==> config.mk <==
export PLATFORM = sky130hd
export DESIGN_NAME = contador_decrescente
export DESIGN_NICKNAME = d
export VERILOG_FILES = /design/src/rtl/contador_decrescente.sv
export SDC_FILE = /design/constraint.sdc
export NUM_CORES = 1
export LEC_CHECK = 0
export BUFFER_PORTS_ARGS = -buffer_cell sky130_fd_sc_hd__clkbuf_2
export CORE_AREA = 8 8 45 47
export DETAILED_ROUTE_END_ITERATION = 10
export DIE_AREA = 0 0 53 55
export PLACE_DENSITY = 0.66
export SYNTH_ARGS = -nofsm -noshare
export SYNTH_HDL_FRONTEND = slang
export SYNTH_SLANG_ARGS = --single-unit
==> constraint.sdc <==
create_clock -name clk -period 1.21 [get_ports clk]
set_input_delay 0 -clock clk [delete_from_list [all_inputs] [get_ports clk]]
set_output_delay 0 -clock clk [all_outputs]
set_load 0.05 [all_outputs]
==> src/rtl/contador_decrescente.sv <==
// contador_decrescente: loadable down-counter with terminal-count pulse and
// optional auto-reload of the last loaded start value.
module contador_decrescente #(
  parameter int WIDTH = 3
) (
  input  logic             clk,
  input  logic             rst,
  input  logic             w,
  input  logic             load,
  input  logic [WIDTH-1:0] d,
  input  logic             auto,
  output logic [WIDTH-1:0] y,
  output logic             busy,
  output logic             done,
  output logic             tc
);

  typedef enum logic [1:0] {
    IDLE = 2'd0,
    RUN  = 2'd1,
    DONE = 2'd2
  } state_t;

  localparam logic [WIDTH-1:0] ONE = WIDTH'(1);

  state_t           state_q;
  logic [WIDTH-1:0] y_q;
  logic [WIDTH-1:0] r_q;
  logic             tc_q;

  // Control FSM, count register, reload register and terminal-count pulse.
  always_ff @(posedge clk) begin
    if (rst) begin
      state_q <= IDLE;
      y_q     <= '0;
      r_q     <= '0;
      tc_q    <= 1'b0;
    end else begin
      tc_q <= 1'b0;
      if (load) begin
        y_q     <= d;
        r_q     <= d;
        state_q <= (d != '0) ? RUN : IDLE;
      end else if (state_q == RUN && w) begin
        if (y_q > ONE) begin
          y_q <= y_q - ONE;
        end else begin
          // y_q is 1 here: RUN is never entered or kept with a zero count.
          tc_q <= 1'b1;
          if (auto) begin
            y_q <= r_q;
          end else begin
            y_q     <= '0;
            state_q <= DONE;
          end
        end
      end
    end
  end

  assign y    = y_q;
  assign tc   = tc_q;
  assign busy = (state_q == RUN);
  assign done = (state_q == DONE);

endmodule

* Word level (Yosys, flattened, before mapping)
Cells that the tools add are included.
** Word-level totals
- Word-level logic and storage cells :: 26
- Register bits :: 9
- Output and inout bits :: 6
** Operators by class
- Equal/unequal tests :: 4
- Reductions and logical operators :: 5
- Mux-type cells :: 10
- Add/sub/neg operators :: 1
- Magnitude comparators :: 1
- Bitwise logic cells :: 1
** Operators by type and width (number)
- two-way mux 3 bit :: 4
- two-way mux 2 bit :: 4
- != test 2 bit, second input constant :: 2
- greater-than comparator 3 x 1 -> 1 bit, second input constant :: 1
- AND reduction 3 bit :: 1
- nonzero test 3 bit :: 1
- OR reduction 3 bit :: 1
- subtractor 3 x 1 -> 3 bit, second input constant :: 1
- equality test 2 x 1 -> 1 bit, second input constant :: 1
- equality test 2 bit, second input constant :: 1
- two-way mux 1 bit :: 2
- nonzero test 2 bit :: 1
- logical AND 1 bit :: 1
- inverter 1 bit :: 1

* Depth between registers and ports, before layout
Gate-level depths: netlist of the first run.
- Word-level depth :: 4
- Depth in mapped cells :: 5
- Mapped depth without buffers :: 5

* Worst setup path after synthesis of the first run
No wires, ideal clock.
- Kind :: register to register
- Start point :: register y_q[1] (netlist: y[1])
- End point :: register y_q[0] (netlist: y[0])
- Setup slack :: -0.517 ns
- Arrival time :: 1.653 ns
- Cell stages (with the launch flop) :: 6
- Required time :: 1.136 ns
- Path buffers :: 0
- Library setup time :: 0.074 ns
- Cells stage by stage :: dfxtp_1 inv_1 ha_1 o21bai_1 a221o_1 a31oi_1
** Between the ends
- Cells in the longest elaborated chain, start to end :: 4
** RTL lines
- start: declaration :: RTL line 27 : logic [WIDTH-1:0] y_q;
- start signal: assignment :: RTL line 46 : y_q <= y_q - ONE;
- start signal: assignment :: RTL line 51 : y_q <= r_q;
- greater-than comparator 3 x 1 -> 1 bit :: RTL line 45 : if (y_q > ONE) begin
- two-way mux 3 bit :: RTL line 45
- two-way mux 3 bit :: RTL line 44 : end else if (state_q == RUN && w) begin
- two-way mux 3 bit :: RTL line 40 : if (load) begin
No other way between the ends. The select of a mux whose other input is x is not followed.
A chain may end at the register's enable or synchronous reset.

* Worst setup path after layout of the first run
Same ends and word-level chain as after synthesis.

==> results of run 1 <==
## worst paths after layout
kind	to	cells past startpoint	slack, ns	from
hold / removal	r_q[0]	3	0.02	d[0]
setup reg to reg	y[0]	5	-0.03	y[1]
setup / recovery	y[0]	5	-0.03	y[1]
hold reg to reg	r_q[0]	2	0.49	r_q[0]
## Yosys cell counts (2+ instances only)
master / count / share of area, %
a21oi_1: 4 / 3.7
a221o_1: 2 / 3.7
buf_2: 2 / 1.9
dfxtp_1: 9 / 33
ha_1: 2 / 4.6
inv_1: 5 / 3.5
mux2i_1: 3 / 5.6
nand2_1: 2 / 1.4
nor2_1: 5 / 3.5
nor2b_1: 2 / 2.3
## registers in the layout, indices dropped and copies added, names as in the netlist
| register | cells |
|---|---|
| r_q | 3 |
| state_q | 2 |
| tc | 1 |
| y | 3 |
## repair_timing
item / in CTS / in global routing
hold buffers: 0 / 1
endpoints found under the hold margin: 0 / 1
endpoints found under the setup margin: 1 / 5
gates resized for setup: 0 / 3
## layout make-up
type	instances	area [um^2]
multi-input cells	39	367.9
flip-flops and latches	9	187.7
fillers	131	648.1
inverters	5	21.27
repair buffers	19	112.6
well taps	16	20.02
clock buffers	4	26.28
## cells by family (layout without fill, tap and decap cells)
group / Yosys count / in the layout / synth area share [%]
buffers and inverters: 8 / 28 / 7.408
adders and majority gates: 2 / 2 / 4.629
muxes: 3 / 3 / 5.556
DFF: 9 / 9 / 33.33
and+or+nand+nor: 17 / 17 / 22.22
AOI/OAI and AO/OA: 17 / 17 / 26.86
## placed cells by master (no fill, tap or decap), types with 2 or more instances in the layout
cell,instances
buf_2,2
dfxtp_4,2
nand2_1,2
nor2b_1,2
nor2_1,5
a221o_1,2
clkbuf_2,11
mux2i_1,3
dfxtp_1,7
buf_4,5
a21oi_1,4
inv_1,4
clkbuf_4,3
## power groups by stage
stage | logic, mW | registers, mW | clock network, mW
after floorplan | 0.126 | 0.366 | 0
after global placement | 0.209 | 0.336 | 0
after detailed placement | 0.211 | 0.337 | 0
after CTS | 0.212 | 0.331 | 0.247
after global routing | 0.234 | 0.334 | 0.269
final | 0.217 | 0.332 | 0.239
## tightest hold or removal path, cell delays in order
cell      delay, ns
clkbuf_2       0.09
nand2_1        0.08
a21oi_1        0.07
## per-stage QoR
step	power (mW)	setup WS, ns	std cells	utilization (%)	instance area (um^2)
2_1_floorplan	0.4916	-0.1342	56	-	589.3
3_3_place_gp	0.5454	0.007153	87	49.91	690.7
3_5_place_dp	0.5485	-0.02378	87	49.91	690.7
4_1_cts	0.7901	-0.03910	91	51.81	716.9
5_1_grt	0.8375	-0.08308	92	53.16	735.7
6_report	0.7875	-0.03316	92	53.16	735.7
## routing by layer
layer	GRT usage, %	part of all wire (%)	vias up
li1	-	-	248
met1	10.57	42	234
met2	15.63	51	7
met3	2.941	4.8	2
met4	6.466	2.0	0
met5	0	0	-
==> results by group, run 1 <==
Outcome
  • Run status: finished, violations left
  • Violated checks: negative setup slack

Pwr
  • Seq pwr share: 42.2%
  • Clock power share: between 30 and 40%
  • Gate power share: 27.5%
  • Sw frac: 32.31%
  • VDD IR-drop max: 0.5380 mV
  • PwrDens: about 1100 nW/um^2
  • P_int: 0.5331 mW
  • Leakage: 0.3152 nW
  • Switch Pwr: 0.2544 mW

Global route
  • Largest net degree at the start of global routing: 10
  • GRT Overall Usage: 9.589%
  • Antenna violations before repair: 0
  • Global-route wire length before repair: about 2.1 mm
  • Vias in the first global route: 463
  • Total congestion overflow: 0

Worst setup path
  • Worst path max stage delay: 0.35 ns
  • Slowest CP cell: dfxtp_4
  • Crit path buffers/inverters: 1
  • CP Data Arrival Time: 1.43 ns
  • Critical path type: reg -> reg
  • Delay-heaviest family, CP: compound AO/OA/AOI/OAI gates
  • CP cell instances: inv_4 > ha_4 > o21bai_4 > a221o_1 > a31oi_1
  • Element type at the critical path end: register
  • CP Data Required Time: 1.40 ns
  • Critical Path Start Type: register
  • Crit Path Max Fanout: 3

Placed design
  • Gpl congestion: 0.8179
  • PortBufs: 13
  • Post-detail-place hpwl: 983.2 um

Clock tree
  • Clk buf depth: 2
  • Sink Count: 9
  • H-tree depth: 1
  • Root buf cell: clkbuf_4
  • Setup bufs post-CTS: 0
  • Total CTS buffers: 3
  • CTS tree: done
  • Worst-skew pair later-pin latency: approximately 0.26 ns
  • CTS clk-pin slew, worst paths: 0.06 ns

Routing
  • DRT Wirelength: 1.265 mm
  • Antenna-violating nets left: 0
  • Total vias in the final route: a little under 500
  • DRC: 0
  • Wirelength per Cell: between 10 and 15 um
  • DR vias/cell: about 5.3
  • First drt pass iteration count: 4
  • DRC marker count from the first detailed-route iteration: 5

Cells and area
  • Nets@finish: 87
  • Antenna diodes: 0
  • Layout cells sized above 1: between 40 and 50%
  • P&R area growth vs syn: 36.11%

Floorplanning
  • Ports: 14
  • Site Rows: 14
  • Die area: 2915 um^2
  • Die Y: 55 um
  • Core area: 1384 um^2
  • Chip width: approximately 53 um
  • Initial Util: approximately 39%

Yosys
  • Synth Instances: 56
  • Most used DFF post-synth: dfxtp_1
  • Seq/Total Area, Yosys: 33.33%
  • Mean Syn Cell Area: just under 10 um^2
  • Async set-reset flop share out of synthesis: 0%
  • Yosys cell types: 30
  • Count of yosys warnings during synthesis: 0
  • Synthesized area: 540.5 um^2
  • #FFs+latches synth: 9
  • Post-synth EDFFs: 0
  • Synthesized Nets: 66

STA
  • Fmax: 804.4 MHz
  • Crit share post-route: 102.7%
  • RSZ-0062 raised after global routing: true
  • Worst Slack Setup Final: -0.03316 ns
  • Skew final: 0.002937 ns
  • Fin. Hold Viols: 0
  • Max Slew Vio Count: 0
  • Fin Hold WS: 0.01971 ns
  • Final setup violation count: 2
  • Min cycle time layout: 1.243 ns
  • Worst slew margin: approximately 77%
  • Sum of negative setup slack: -0.04714 ns
  • Slew @ Worst Pin: roughly 0.34 ns

Hold path
  • Worst hold path class: in -> reg

Job
  • Max Cap Violations: 0
(Power assumes the default switching activity.)
==> run 2: changes to the inputs <==
--- a/config.mk
+++ b/config.mk
@@ -9,6 +9,7 @@
 export CORE_AREA = 8 8 45 47
 export DETAILED_ROUTE_END_ITERATION = 10
 export DIE_AREA = 0 0 53 55
+export HOLD_SLACK_MARGIN = 0.06
 export PLACE_DENSITY = 0.66
 export SYNTH_ARGS = -nofsm -noshare
 export SYNTH_HDL_FRONTEND = slang
==> run 2 against run 1 <==
The flow still finishes with violations (negative setup slack). Routed wire length up 1.7%. Largest power group unchanged. Global-route usage up 0.27 points. Critical endpoint unchanged. Total power up 1.7%. Flip-flop and latch count unchanged. Die area unchanged. Hold slack better by 0.050 ns. Sequential share of layout area down 1.7 points.
==> results by group, run 2 (synthesis gave the netlist of run 1 again) <==
Cells and area
  • Nets@finish: 92 (+5.7%)
  • Most frequent cells in the layout: 11 x clkbuf_2, 7 x dfxtp_1, 6 x dlygate4sd3_1, 5 x nor2_1, 5 x buf_4
  • P&R area growth vs syn: 45.83%
  • Leading cell type in the layout, fill and taps excluded: clkbuf_2
  • Final instance area: 788.3 um^2 (+7.1%)
  • Layout cells sized above 1: 40.74% (-1.4 points)
  • Antenna diodes: 0 (unchanged)

Floorplanning
  • Chip width: 53 um (unchanged)
  • Die area: 2915 um^2 (unchanged)
  • Core area: 1384 um^2 (unchanged)
  • Site Rows: 14 (unchanged)
  • Ports: 14 (unchanged)
  • Initial Util: 39.06% (unchanged)
  • Die Y: 55 um (unchanged)

STA
  • Worst slew margin: 77.59% (+0.46 points)
  • Min cycle time layout: 1.243 ns (+0.00009300 ns)
  • Max Slew Vio Count: 0 (unchanged)
  • Worst Slack Setup Final: -0.03325 ns (-0.00009300 ns)
  • RSZ-0062 raised after global routing: true
  • Final setup violation count: 2 (unchanged)
  • Crit share post-route: 102.7% (about the same)
  • Fin Hold WS: 0.06948 ns (+0.04977 ns)
  • Slew @ Worst Pin: 0.3320 ns (-0.006754 ns)
  • Fmax: 804.3 MHz (about the same)
  • Skew final: 0.004125 ns (+0.001188 ns)
  • Fin. Hold Viols: 0 (unchanged)

Clock tree
  • Root buf cell: clkbuf_4
  • CTS clk-pin slew, worst paths: 0.06 ns (about the same)
  • H-tree depth: 1 (unchanged)
  • Sink Count: 9 (unchanged)
  • Worst-skew pair later-pin latency: 0.26 ns (about the same)
  • CTS tree: done
  • Clk buf depth: 2 (unchanged)
  • Total CTS buffers: 3 (unchanged)

Routing
  • DRT Wirelength: 1.287 mm (+1.7%)
  • Antenna-violating nets left: 0 (unchanged)
  • DR vias/cell: 5.258 (-1.5%)
  • First drt pass iteration count: 4 (unchanged)
  • Wirelength per Cell: 13.27 um (-3.5%)
  • Total vias in the final route: 510 (+3.9%)
  • DRC: 0 (unchanged)
  • DRC marker count from the first detailed-route iteration: 11 (+6)

Global route
  • Largest net degree at the start of global routing: 9 (-1)
  • Global-route wire length before repair: 2.125 mm (+2.7%)
  • GRT Overall Usage: 9.863% (+0.27 points)
  • Vias in the first global route: 454 (-1.9%)
  • Antenna violations before repair: 0 (unchanged)
  • Total congestion overflow: 0 (unchanged)

Pwr
  • P_int: 0.5437 mW (+2.0%)
  • Leakage: 0.3383 nW (+7.4%)
  • Seq pwr share: 41.5% (-0.7 points)
  • Clock power share: 29.7% (-0.6 points)
  • PwrDens: 1016 nW/um^2 (-5.1%)
  • Sw frac: 32.09% (-0.22 points)
  • Gate power share: 28.8% (+1.3 points)
  • Switch Pwr: 0.2570 mW (+0.99%)
  • VDD IR-drop max: 0.5394 mV (+0.27%)

Worst setup path
  • Critical path type: reg -> reg
  • CP Data Required Time: 1.40 ns (about the same)
  • Critical Path Start Type: register
  • CP Data Arrival Time: 1.43 ns (about the same)
  • Element type at the critical path end: register
  • Crit Path Max Fanout: 3 (unchanged)

Placed design
  • PortBufs: 13 (unchanged)
  • Post-detail-place hpwl: 983.2 um (unchanged)
  • Placement Cell Area: 690.7 um^2 (unchanged)
  • Gpl congestion: 0.8179 (unchanged)

Hold path
  • Worst hold path class: in -> reg

Outcome
  • Run status: finished, violations left
  • Violated checks: negative setup slack

Job
  • Max Cap Violations: 0 (unchanged)
==> run 2: cell count changes in the layout (fill, tap and decap cells not counted), sizes merged <==
cell         delta
dlygate4sd3     +5
==> run 2: path summary, 6_finish.rpt <==
kind                from     end  slack (ns)  cells after the start
setup / recovery    y[1]    y[0]       -0.03                      5
hold / removal       rst    y[2]        0.07                      2
setup reg to reg    y[1]    y[0]       -0.03                      5
hold reg to reg   r_q[2]  r_q[2]        0.52                      2
==> run 2: through the flow <==
step | total power [mW] | util, % | std cells | worst slack, ns | TNS (ns)
finish | 0.8007 | 56.96 | 97 | -0.03325 | -0.04471
global route | 0.8561 | 56.96 | 97 | -0.08700 | -0.1854
CTS | 0.8053 | 56.15 | 97 | -0.03877 | -0.03877
detailed placement | 0.5485 | 49.91 | 87 | -0.02378 | -0.02378
global placement | 0.5454 | 49.91 | 87 | 0.007153 | 0
floorplan | 0.4916 | - | 56 | -0.1342 | -0.2253
==> run 2: power groups by stage <==
stage	clock [mW]	sequential, mW	combinational, mW
detailed placement	0	0.337	0.211
global placement	0	0.336	0.209
CTS	0.247	0.331	0.227
finish	0.238	0.332	0.230
floorplan	0	0.366	0.126
global route	0.273	0.334	0.249
==> run 2: final cells by class <==
class / count / area (um^2)
Inverter: 5 / 21.27
Timing Repair Buffer: 24 / 162.7
Multi-Input combinational cell: 39 / 370.4
Tap cell: 16 / 20.02
Clock buffer: 4 / 26.28
Sequential cell: 9 / 187.7
Fill cell: 126 / 595.6
==> run 2: what timing repair did <==
action	in CTS	in global routing
gates resized for setup	0	4
endpoints found under the setup margin	1	6
hold buffers	6	0
setup buffers	0	0
endpoints found under the hold margin	4	0
pin swaps	0	0
==> run 2: worst max-delay path: stages (launching register included) <==
cell and delay, ns:
dfxtp_4 0.35, inv_4 0.04, ha_4 0.16, o21bai_4 0.17, a221o_1 0.32, a31oi_1 0.12
==> run 2: routing by layer <==
layer  routed length (um)  vias up  global-route usage (%)  part of all wire, %
met4                   25        0                   6.466                  1.9
met5                    0        -                       0                    0
li1                     -      259                       -                    -
met2                  632       11                   15.82                   49
met1                  574      238                   11.33                   45
met3                   55        2                   2.674                  4.3
==> run 3: changes to the inputs <==
--- a/config.mk
+++ b/config.mk
@@ -6,11 +6,10 @@
 export NUM_CORES = 1
 export LEC_CHECK = 0
 export BUFFER_PORTS_ARGS = -buffer_cell sky130_fd_sc_hd__clkbuf_2
-export CORE_AREA = 8 8 45 47
+export CORE_MARGIN = 8
+export CORE_UTILIZATION = 38
 export DETAILED_ROUTE_END_ITERATION = 10
-export DIE_AREA = 0 0 53 55
 export HOLD_SLACK_MARGIN = 0.06
-export PLACE_DENSITY = 0.66
 export SYNTH_ARGS = -nofsm -noshare
 export SYNTH_HDL_FRONTEND = slang
 export SYNTH_SLANG_ARGS = --single-unit
==> constraint.sdc (replaced) <==
create_clock -name clk -period 1.3 [get_ports clk]
set_input_delay 0 -clock clk [delete_from_list [all_inputs] [get_ports clk]]
set_output_delay 0 -clock clk [all_outputs]
set_load 0.05 [all_outputs]
==> run 3 against run 2 <==
Global-route usage about the same. Hold slack got worse by 0.0014 ns. Via count decreased by 4.7%. Setup slack improved by 0.092 ns. The run now ends clean. Largest cell class unchanged. Final cell count decreased by 6.2%.
==> results by group, run 3 (synthesis gave the netlist of run 1 again) <==
Outcome
  • Run status: complete, no violations

Placed design
  • Dpl ws: 0.02743 ns (+0.05121 ns)
  • Gpl congestion: 0.7427 (-9.2%)
  • PortBufs: 13 (unchanged)

Worst setup path
  • Critical path type: reg -> reg
  • CP Data Arrival Time: 1.43 ns (about the same)
  • Slowest CP cell: dfxtp_4
  • Worst R2R Setup Slack: 0.06 ns (+0.09 ns)
  • Element type at the critical path end: register
  • Crit Path Max Fanout: 3 (unchanged)
  • Critical Path Start: y[1]
  • Worst r2r src: y[1]
  • Worst path max stage delay: 0.34 ns (about the same)
  • CP cell instances: inv_2 > ha_4 > o21bai_4 > a221o_1 > a31oi_1
  • Critical Path Start Type: register
  • CP Data Required Time: 1.48 ns (+0.08 ns)

Pwr
  • Total power: 0.7270 mW (-9.2%)
  • VDD IR-drop max: 0.5253 mV (-2.6%)
  • PwrDens: 1002 nW/um^2 (-1.4%)
  • Leakage: 0.3123 nW (-7.7%)

Global route
  • GRT Overall Usage: 9.857% (about the same)
  • Total congestion overflow: 0 (unchanged)
  • Vias in the first global route: 447 (-1.5%)
  • Largest net degree at the start of global routing: 14 (+5)
  • Antenna violations before repair: 0 (unchanged)
  • Global-route wire length before repair: 2.063 mm (-2.9%)

Routing
  • Met2 WL: 619 um (-2.1%)
  • Met1 Wirelength: 590 um (+2.8%)
  • DRC marker count from the first detailed-route iteration: 10 (-1)
  • Met3 WL: 96 um (+75%)
  • DRC: 0 (unchanged)
  • Total vias in the final route: 486 (-4.7%)
  • DR vias/cell: 5.341 (+1.6%)
  • Antenna-violating nets left: 0 (unchanged)
  • DRT Wirelength: 1.307 mm (+1.6%)
  • Wirelength per Cell: 14.36 um (+8.2%)
  • First drt pass iteration count: 4 (unchanged)
  • Top Layer Used: met3

STA
  • Fin. Hold Viols: 0 (unchanged)
  • RSZ-0062 raised after global routing: false
  • Worst Slack Setup Final: 0.05840 ns (+0.09165 ns)
  • Skew final: 0.003134 ns (-0.0009911 ns)
  • Fin Hold WS: 0.06805 ns (-0.001421 ns)
  • Fmax: 805.4 MHz (+0.13%)
  • Crit share post-route: 95.51% (-7.2 points)
  • Min cycle time layout: 1.242 ns (-0.001654 ns)
  • Max Slew Vio Count: 0 (unchanged)
  • Worst slew margin: 73.09% (-4.5 points)
  • Final setup violation count: 0 (-2)
  • Slew @ Worst Pin: 0.3986 ns (+0.06659 ns)

Cells and area
  • Multi-input gate area: 356.6 um^2 (-3.7%)
  • Most frequent cells in the layout: 13 x clkbuf_2, 7 x dfxtp_1, 5 x nor2_1, 4 x inv_1, 4 x a21oi_1
  • Layout cells sized above 1: 38.16% (-2.6 points)
  • Leading cell type in the layout, fill and taps excluded: clkbuf_2
  • P&R area growth vs syn: 34.26%
  • Antenna diodes: 0 (unchanged)
  • Nets@finish: 87 (-5.4%)
  • Fillers: 116 (-7.9%)
  • Register area: 187.7 um^2 (unchanged)
  • Layout Utilization: 55.08% (-1.9 points)

Floorplanning
  • Chip width: 53.72 um (+1.3%)
  • Initial Util: 41.03% (+2.0 points)
  • Core area: 1318 um^2 (-4.8%)
  • Ports: 14 (unchanged)
  • Site Rows: 13 (-1)
  • Die area: 2885 um^2 (-1.0%)
  • Die Y: 53.72 um (-2.3%)

Clock tree
  • H-tree depth: 1 (unchanged)
  • Sink Count: 9 (unchanged)
  • CTS clk-pin slew, worst paths: 0.06 ns (about the same)
  • Clk buf depth: 2 (unchanged)
  • Worst-skew pair later-pin latency: 0.26 ns (about the same)
  • Total CTS buffers: 3 (unchanged)
  • Root buf cell: clkbuf_4
  • CTS tree: done

Hold path
  • Hold Path Origin: rst
  • Worst hold path class: in -> reg

Job
  • Max Cap Violations: 0 (unchanged)
[run 3: cell types whose count changed in the layout (fill, tap and decap cells not counted), sizes merged]
| cell | change |
|---|---|
| buf | -4 |
| clkbuf | +2 |
| dlygate4sd3 | -3 |
[run 3: final timing paths]
kind	end	cells past startpoint
worst max-delay path	y[0]	5
worst min-delay path	r_q[0]	2
worst min register to register	r_q[0]	2
worst max register to register	y[0]	5
[run 3: timing repair]
| item | CTS | global route |
|---|---|---|
| setup buffers | 0 | 2 |
| hold endpoints to repair | 5 | 0 |
| hold buffers | 3 | 0 |
| gates resized for setup | 0 | 2 |
| endpoints found under the setup margin | 0 | 2 |
[run 3: final cells by class]
type	count	share of cell area, %
multi-input cells	39	49.14
flip-flops and latches	9	25.86
repair buffers	19	16.21
clock buffers	4	3.621
inverters	5	2.586
well taps	15	2.586
[run 3: power by group]
part	total (mW)	switching, mW	internal [mW]
Combinational	0.194	0.110	0.0840
Sequential	0.311	0.0199	0.291
Clock	0.222	0.104	0.119
[run 3: through the flow]
| step | area (um^2) | cells | setup TNS, ns |
|---|---|---|---|
| global placement | 641.9 | 82 | 0 |
| global route | 725.7 | 91 | 0 |
| CTS | 698.2 | 89 | 0 |
| finish | 725.7 | 91 | 0 |
| detailed placement | 641.9 | 82 | 0 |
| floorplan | 571.8 | 56 | -0.05075 |
[run 3: routing by layer]
| metal | vias up | global-route usage [%] |
|---|---|---|
| met5 | - | 0 |
| met4 | 0 | 2.521 |
| met3 | 0 | 6.612 |
| met2 | 13 | 14.48 |
| met1 | 225 | 11.51 |
| li1 | 248 | - |
[run 3: critical path: cells and delay by family, from the launching register on]
kind,cells,cell delay (ns)
compound gates,3,0.60
flops,1,0.34
fa+ha+maj,1,0.17
buf+inv,1,0.04
